`src/rtl/rpatrol_pkg.sv`:
```
// Shared River Patrol definitions: loader FSM states and game ROM image geometry.
package rpatrol_pkg;

    typedef enum logic [2:0] {
        IDLE,
        LOAD,
        CHECK,
        HOLD,
        RUN
    } loader_state_t;

    localparam int unsigned RPATROL_ROM_BYTES = 32'h0000_A000;
    localparam logic [7:0]  RPATROL_ROM_INDEX = 8'd0;

endpackage

```
`src/rtl/edge_detect.sv`:
```
// Level edge detector: registers a level and flags rise/fall against the registered copy.
// Latency: pulses are combinational in the cycle the new level is first seen.
// Backpressure: none, pure observer.
module edge_detect #(
    parameter logic RESET_LEVEL = 1'b0
) (
    input  logic clk_sys,
    input  logic reset_n,
    input  logic level,
    output logic rise,
    output logic fall
);

    logic level_q;

    always_ff @(posedge clk_sys or negedge reset_n) begin
        if (!reset_n) begin
            level_q <= RESET_LEVEL;
        end else begin
            level_q <= level;
        end
    end

    assign rise = level & ~level_q;
    assign fall = ~level & level_q;

endmodule

```
`src/rtl/rpatrol_rom_loader.sv`:
```
// Filters the HPS ioctl stream to the game ROM, re-times it onto dn_*, checks size, gates core reset.
// Latency: ioctl_wr to dn_wr is 1 cycle; core released HOLD_CYCLES+2 cycles after download falls.
// Backpressure: none, accepts one byte per cycle at full rate.
module rpatrol_rom_loader
    import rpatrol_pkg::*;
#(
    parameter int unsigned ROM_BYTES   = RPATROL_ROM_BYTES,
    parameter logic [7:0]  ROM_INDEX   = RPATROL_ROM_INDEX,
    parameter int unsigned HOLD_CYCLES = 16
) (
    input  logic        clk_sys,
    input  logic        reset_n,
    input  logic        ioctl_download,
    input  logic [7:0]  ioctl_index,
    input  logic        ioctl_wr,
    input  logic [24:0] ioctl_addr,
    input  logic [7:0]  ioctl_dout,
    output logic [15:0] dn_addr,
    output logic [7:0]  dn_data,
    output logic        dn_wr,
    output logic        core_reset,
    output logic        load_done,
    output logic        load_err,
    output logic [16:0] byte_count
);

    localparam logic [24:0] ROM_LIMIT = 25'(ROM_BYTES);
    localparam logic [16:0] ROM_SIZE  = 17'(ROM_BYTES);
    localparam logic [15:0] HOLD_INIT = 16'(HOLD_CYCLES - 1);

    loader_state_t state, state_nxt;
    logic [15:0]   hold_cnt;
    logic          dl_rise, dl_fall;
    logic          start;
    logic          wr_ok;
    logic          wr_bad;

    // Reset level high: a download already running when reset releases must not look like a new start.
    edge_detect #(
        .RESET_LEVEL (1'b1)
    ) u_dl_edge (
        .clk_sys (clk_sys),
        .reset_n (reset_n),
        .level   (ioctl_download),
        .rise    (dl_rise),
        .fall    (dl_fall)
    );

    assign start = dl_rise && (ioctl_index == ROM_INDEX);

    always_comb begin
        state_nxt = state;
        wr_ok     = 1'b0;
        wr_bad    = 1'b0;
        case (state)
            IDLE: begin
                if (start) state_nxt = LOAD;
            end
            LOAD: begin
                if (ioctl_wr) begin
                    if ((ioctl_addr < ROM_LIMIT) && (ioctl_addr == {8'd0, byte_count})) begin
                        wr_ok = 1'b1;
                    end else begin
                        wr_bad = 1'b1;
                    end
                end
                if (dl_fall) state_nxt = CHECK;
            end
            CHECK: begin
                state_nxt = start ? LOAD : HOLD;
            end
            HOLD: begin
                if (start) begin
                    state_nxt = LOAD;
                end else if (hold_cnt == 16'd0) begin
                    state_nxt = RUN;
                end
            end
            RUN: begin
                if (start) state_nxt = LOAD;
            end
            default: state_nxt = IDLE;
        endcase
    end

    always_ff @(posedge clk_sys or negedge reset_n) begin
        if (!reset_n) begin
            state <= IDLE;
        end else begin
            state <= state_nxt;
        end
    end

    always_ff @(posedge clk_sys or negedge reset_n) begin
        if (!reset_n) begin
            dn_addr    <= 16'd0;
            dn_data    <= 8'd0;
            dn_wr      <= 1'b0;
            load_done  <= 1'b0;
            load_err   <= 1'b0;
            byte_count <= 17'd0;
            hold_cnt   <= 16'd0;
        end else begin
            dn_wr <= 1'b0;
            if ((state_nxt == LOAD) && (state != LOAD)) begin
                load_done  <= 1'b0;
                load_err   <= 1'b0;
                byte_count <= 17'd0;
            end else begin
                if (wr_ok) begin
                    dn_addr    <= ioctl_addr[15:0];
                    dn_data    <= ioctl_dout;
                    dn_wr      <= 1'b1;
                    byte_count <= byte_count + 17'd1;
                end
                if (wr_bad) load_err <= 1'b1;
                if ((state == CHECK) && (byte_count != ROM_SIZE)) load_err <= 1'b1;
                // Core runs even on a bad image; only a clean load reports done.
                if ((state == HOLD) && (state_nxt == RUN) && !load_err) load_done <= 1'b1;
            end
            if (state == CHECK) begin
                hold_cnt <= HOLD_INIT;
            end else if ((state == HOLD) && (hold_cnt != 16'd0)) begin
                hold_cnt <= hold_cnt - 16'd1;
            end
        end
    end

    assign core_reset = (state != RUN);

endmodule

```
`config.mk`:
```
export PLATFORM = sky130hd
export DESIGN_NAME = rpatrol_rom_loader
export DESIGN_NICKNAME = d
export VERILOG_FILES = /design/src/rtl/rpatrol_pkg.sv /design/src/rtl/edge_detect.sv /design/src/rtl/rpatrol_rom_loader.sv
export SDC_FILE = /design/constraint.sdc
export NUM_CORES = 1
export LEC_CHECK = 0
export ABC_CLOCK_PERIOD_IN_PS = 4200
export BUFFER_PORTS_ARGS = -buffer_cell sky130_fd_sc_hd__buf_2
export CAP_MARGIN = 20
export CORE_UTILIZATION = 54
export DETAILED_ROUTE_END_ITERATION = 6
export PLACE_DENSITY = 0.9
export SETUP_SLACK_MARGIN = 0.1
export SLEW_MARGIN = 10
export SYNTH_ARGS = -nofsm -noshare
export SYNTH_HDL_FRONTEND = slang
export SYNTH_SLANG_ARGS = --single-unit
```
`constraint.sdc`:
```
create_clock -name clk_sys -period 4.2 [get_ports clk_sys]
set_clock_uncertainty 0.05 [all_clocks]
set_input_delay 0.42 -clock clk_sys [delete_from_list [all_inputs] [get_ports clk_sys]]
set_output_delay 0.42 -clock clk_sys [all_outputs]
set_load 0.05 [all_outputs]
```
==> metrics.md <==
| Metric | Value |
|---|---|
| Fill cell count | 448 |
| Setup TNS | 0 ns |
| Max Slew Vio Count | 0 |
| Post-Syn Area | 3370 um^2 |
| Tightest Hold Check Type | in2async |
| Top Ports | 90 |
| Commonest non-fill, non-tap cell in the layout | buf_2 |
| Largest net degree at the start of global routing | 34 |
| Worst Path Required | 4.33 ns |
| Worst slew margin | 42.6% |
| Netlist cell types | 52 |
| Setup crit end kind | flip-flop |
| Final cell count without fillers | 485 |
| CTS Buf Count | 9 |
| Share of layout cells above drive strength 1 | 30.7% |
| Root Buffer | clkbuf_8 |
| Worst Path Arrival | 2.78 ns |
| CTS tree | built |
| Rows | 28 |
| Post-CTS sizing | 0 |
| Synth Instances | 320 |
| RSZ-0062 raised after global routing | false |
| Number of global-route vias before repair | 2913 |
| Commonest non-fill, non-tap cells in the layout | buf_2, dfrtp_1, nor2_1, mux2_1, a21oi_1 |
| Routability cong. | 0.861 |
| Drt total wl | 8140 um |
| Ant diodes | 0 |
| Die width | 81.0 um |
| Clock transition at path regs | 0.07 ns |
| Layout Utilization | 68.3% |
| Detailed-route via count | 3025 |
| HPWL Detailed | 5710 um |
| DR DRC count | 0 |
| Maximum root-to-sink buffer count | 2 |
| DRT iter0 DRCs | 225 |
| Crit path launch type | flip-flop |
| Vias per inst | 6.24 |
| Hold Slack | 0.0926 ns |
| Syn Area/Cell | 10.5 um^2 |
| VDD IR max | 0.393 mV |
| CTS Hold Bufs | 0 |
| Tot GR Track Use | 26.0% |
| Hold Vio Cnt, Final | 0 |
| Synth area leader | dfrtp_1 |
| Final min period | 2.66 ns |
| Synth area leaders | dfrtp_1, mux2_1, xor2_1 |
| Leakage | 2.00 nW |
| Initial antenna violation count | 0 |
| Die Area | 6570 um^2 |
| Pre-CTS setup slack | 1.63 ns |
| Setup violators final | 0 |
| Synth top area share | 46.7% |
| Setup bufs post-CTS | 0 |
| Worst slew pin tran | 0.851 ns |
| H-tree depth | 3 |
| Area delta synth->final | 20.5% |
| # Max-Cap Violations | 0 |
| Status | finished clean |
| Most used DFF post-synth | dfrtp_1 |
| CTS sink count | 64 |
| Placed cells | 469 |
| I/O Buffers | 89 |
| First-pass GRT wire length | 12900 um |
| Worst setup margin | 1.54 ns |
| Die Y | 81.0 um |
| Syn nets | 368 |
| Post-synth ARST share | 100% |
| # nets final | 453 |
| Total gr overflow | 0 |
| Count of TritonRoute iterations in the first routing pass | 4 |
| Flops & latches, synth | 64 |
| YS warnings | 0 |
| Type of the worst setup path | reg2reg |
| Clock Latency Late Sink | 0.34 ns |
| Core area | 5960 um^2 |
| Post-synth EDFFs | 0 |
| Peak fanout along the critical path | 9 |
| Placed cell areas | 3850 um^2 |
| Tcrit/Tclk final | 63.3% |
| Drt wl/cell | 16.8 um |
| Sequential fraction of the synthesis area | 47.5% |
| Pwr/cell area | 442 nW/um^2 |
| Cell area after layout | 4070 um^2 |
| Initial Utilization | 56.6% |
| FMAX | 0.376 GHz |
| Post-DRT Antenna Nets | 0 |
| Total power | 1.80 mW |
[layout make-up]
cell class	count	area (um^2)	share of cell area [%]
clock buffer	14	183	4.49
multi-input combinational	234	1670	41.1
clock inverter	2	35.0	0.862
sequential	64	1600	39.4
inverter	5	18.8	0.462
timing repair buffer	91	460	11.3
tap	75	93.8	2.31
[critical path, cell delays in order (launching register included)]
cell,delay [ns]
dfrtp_1,0.41
inv_1,0.07
ha_1,0.23
nor4b_1,0.65
nand3_1,0.40
o21ai_2,0.42
or3_1,0.18
a21oi_1,0.07
[synth_stat cells (all sizes together), types with 2 or more instances]
master	number
o211ai	2
xor2	12
and2	3
buf	9
or4	14
o21a	4
nor4	8
or3	4
nor2	19
nand2	14
o21ai	9
xnor2	10
and3	6
nand3b	2
nor2b	5
dfrtp	63
o311ai	2
or2	5
nor3	11
inv	5
and4	3
o31ai	12
mux2i	3
o41ai	2
nor4b	6
nand4	12
mux2	24
ha	3
a31oi	2
clkbuf	8
a21oi	18
nand3	11
[worst paths after layout]
check | start | end | slack, ns | cells after the start
min in group clk_sys | ioctl_download | u_dl_edge.level_q$_DFF_PN1_ | 0.14 | 1
worst min register to register | dn_data[7]$_DFFE_PN0P_ | dn_data[7]$_DFFE_PN0P_ | 0.44 | 1
worst max register to register | hold_cnt[0]$_DFFE_PN0P_ | hold_cnt[8]$_DFFE_PN0P_ | 1.54 | 7
worst min-delay path | reset_n | dn_wr$_DFF_PN0_ | 0.09 | 1
worst max-delay path | hold_cnt[0]$_DFFE_PN0P_ | hold_cnt[8]$_DFFE_PN0P_ | 1.54 | 7
max in group asynchronous | reset_n | byte_count[4]$_DFFE_PN0P_ | 3.11 | 2
[logic make-up (layout without fill, tap and decap cells)]
kind of cell	count (synthesis)	in the layout	synth area share, %
AOI/OAI and AO/OA	57	57	11.2
and+or+nand+nor	125	125	22.6
DFF	64	64	47.5
xor gates and xnor gates	22	22	5.71
adders and majority gates	3	3	1.11
buffers and inverters	22	112	2.93
muxes	27	27	8.90
[registers in the layout (all words and copies together) (netlist names)]
| signal | cells |
|---|---|
| load_err | 1 |
| load_done | 1 |
| byte_count | 17 |
| dn_addr | 16 |
| state | 3 |
| dn_wr | 1 |
| u_dl_edge.level_q | 1 |
| dn_data | 8 |
| hold_cnt | 16 |
[report_power, final]
part | total, mW | switching (mW) | internal, mW
Sequential | 0.778 | 0.0898 | 0.689
Clock | 0.570 | 0.231 | 0.338
Combinational | 0.449 | 0.282 | 0.167
Total | 1.80 | 0.603 | 1.19
[metal layers]
metal  vias to the layer above  GRT usage [%]  routed length (um)
met3                        27           4.83                 474
met2                       143           43.8                4170
met1                      1489           30.2                3320
met5                         -              0                   0
met4                         0           16.8                 173
li1                       1366              -                   -
Power figures use the tool's default switching activity.
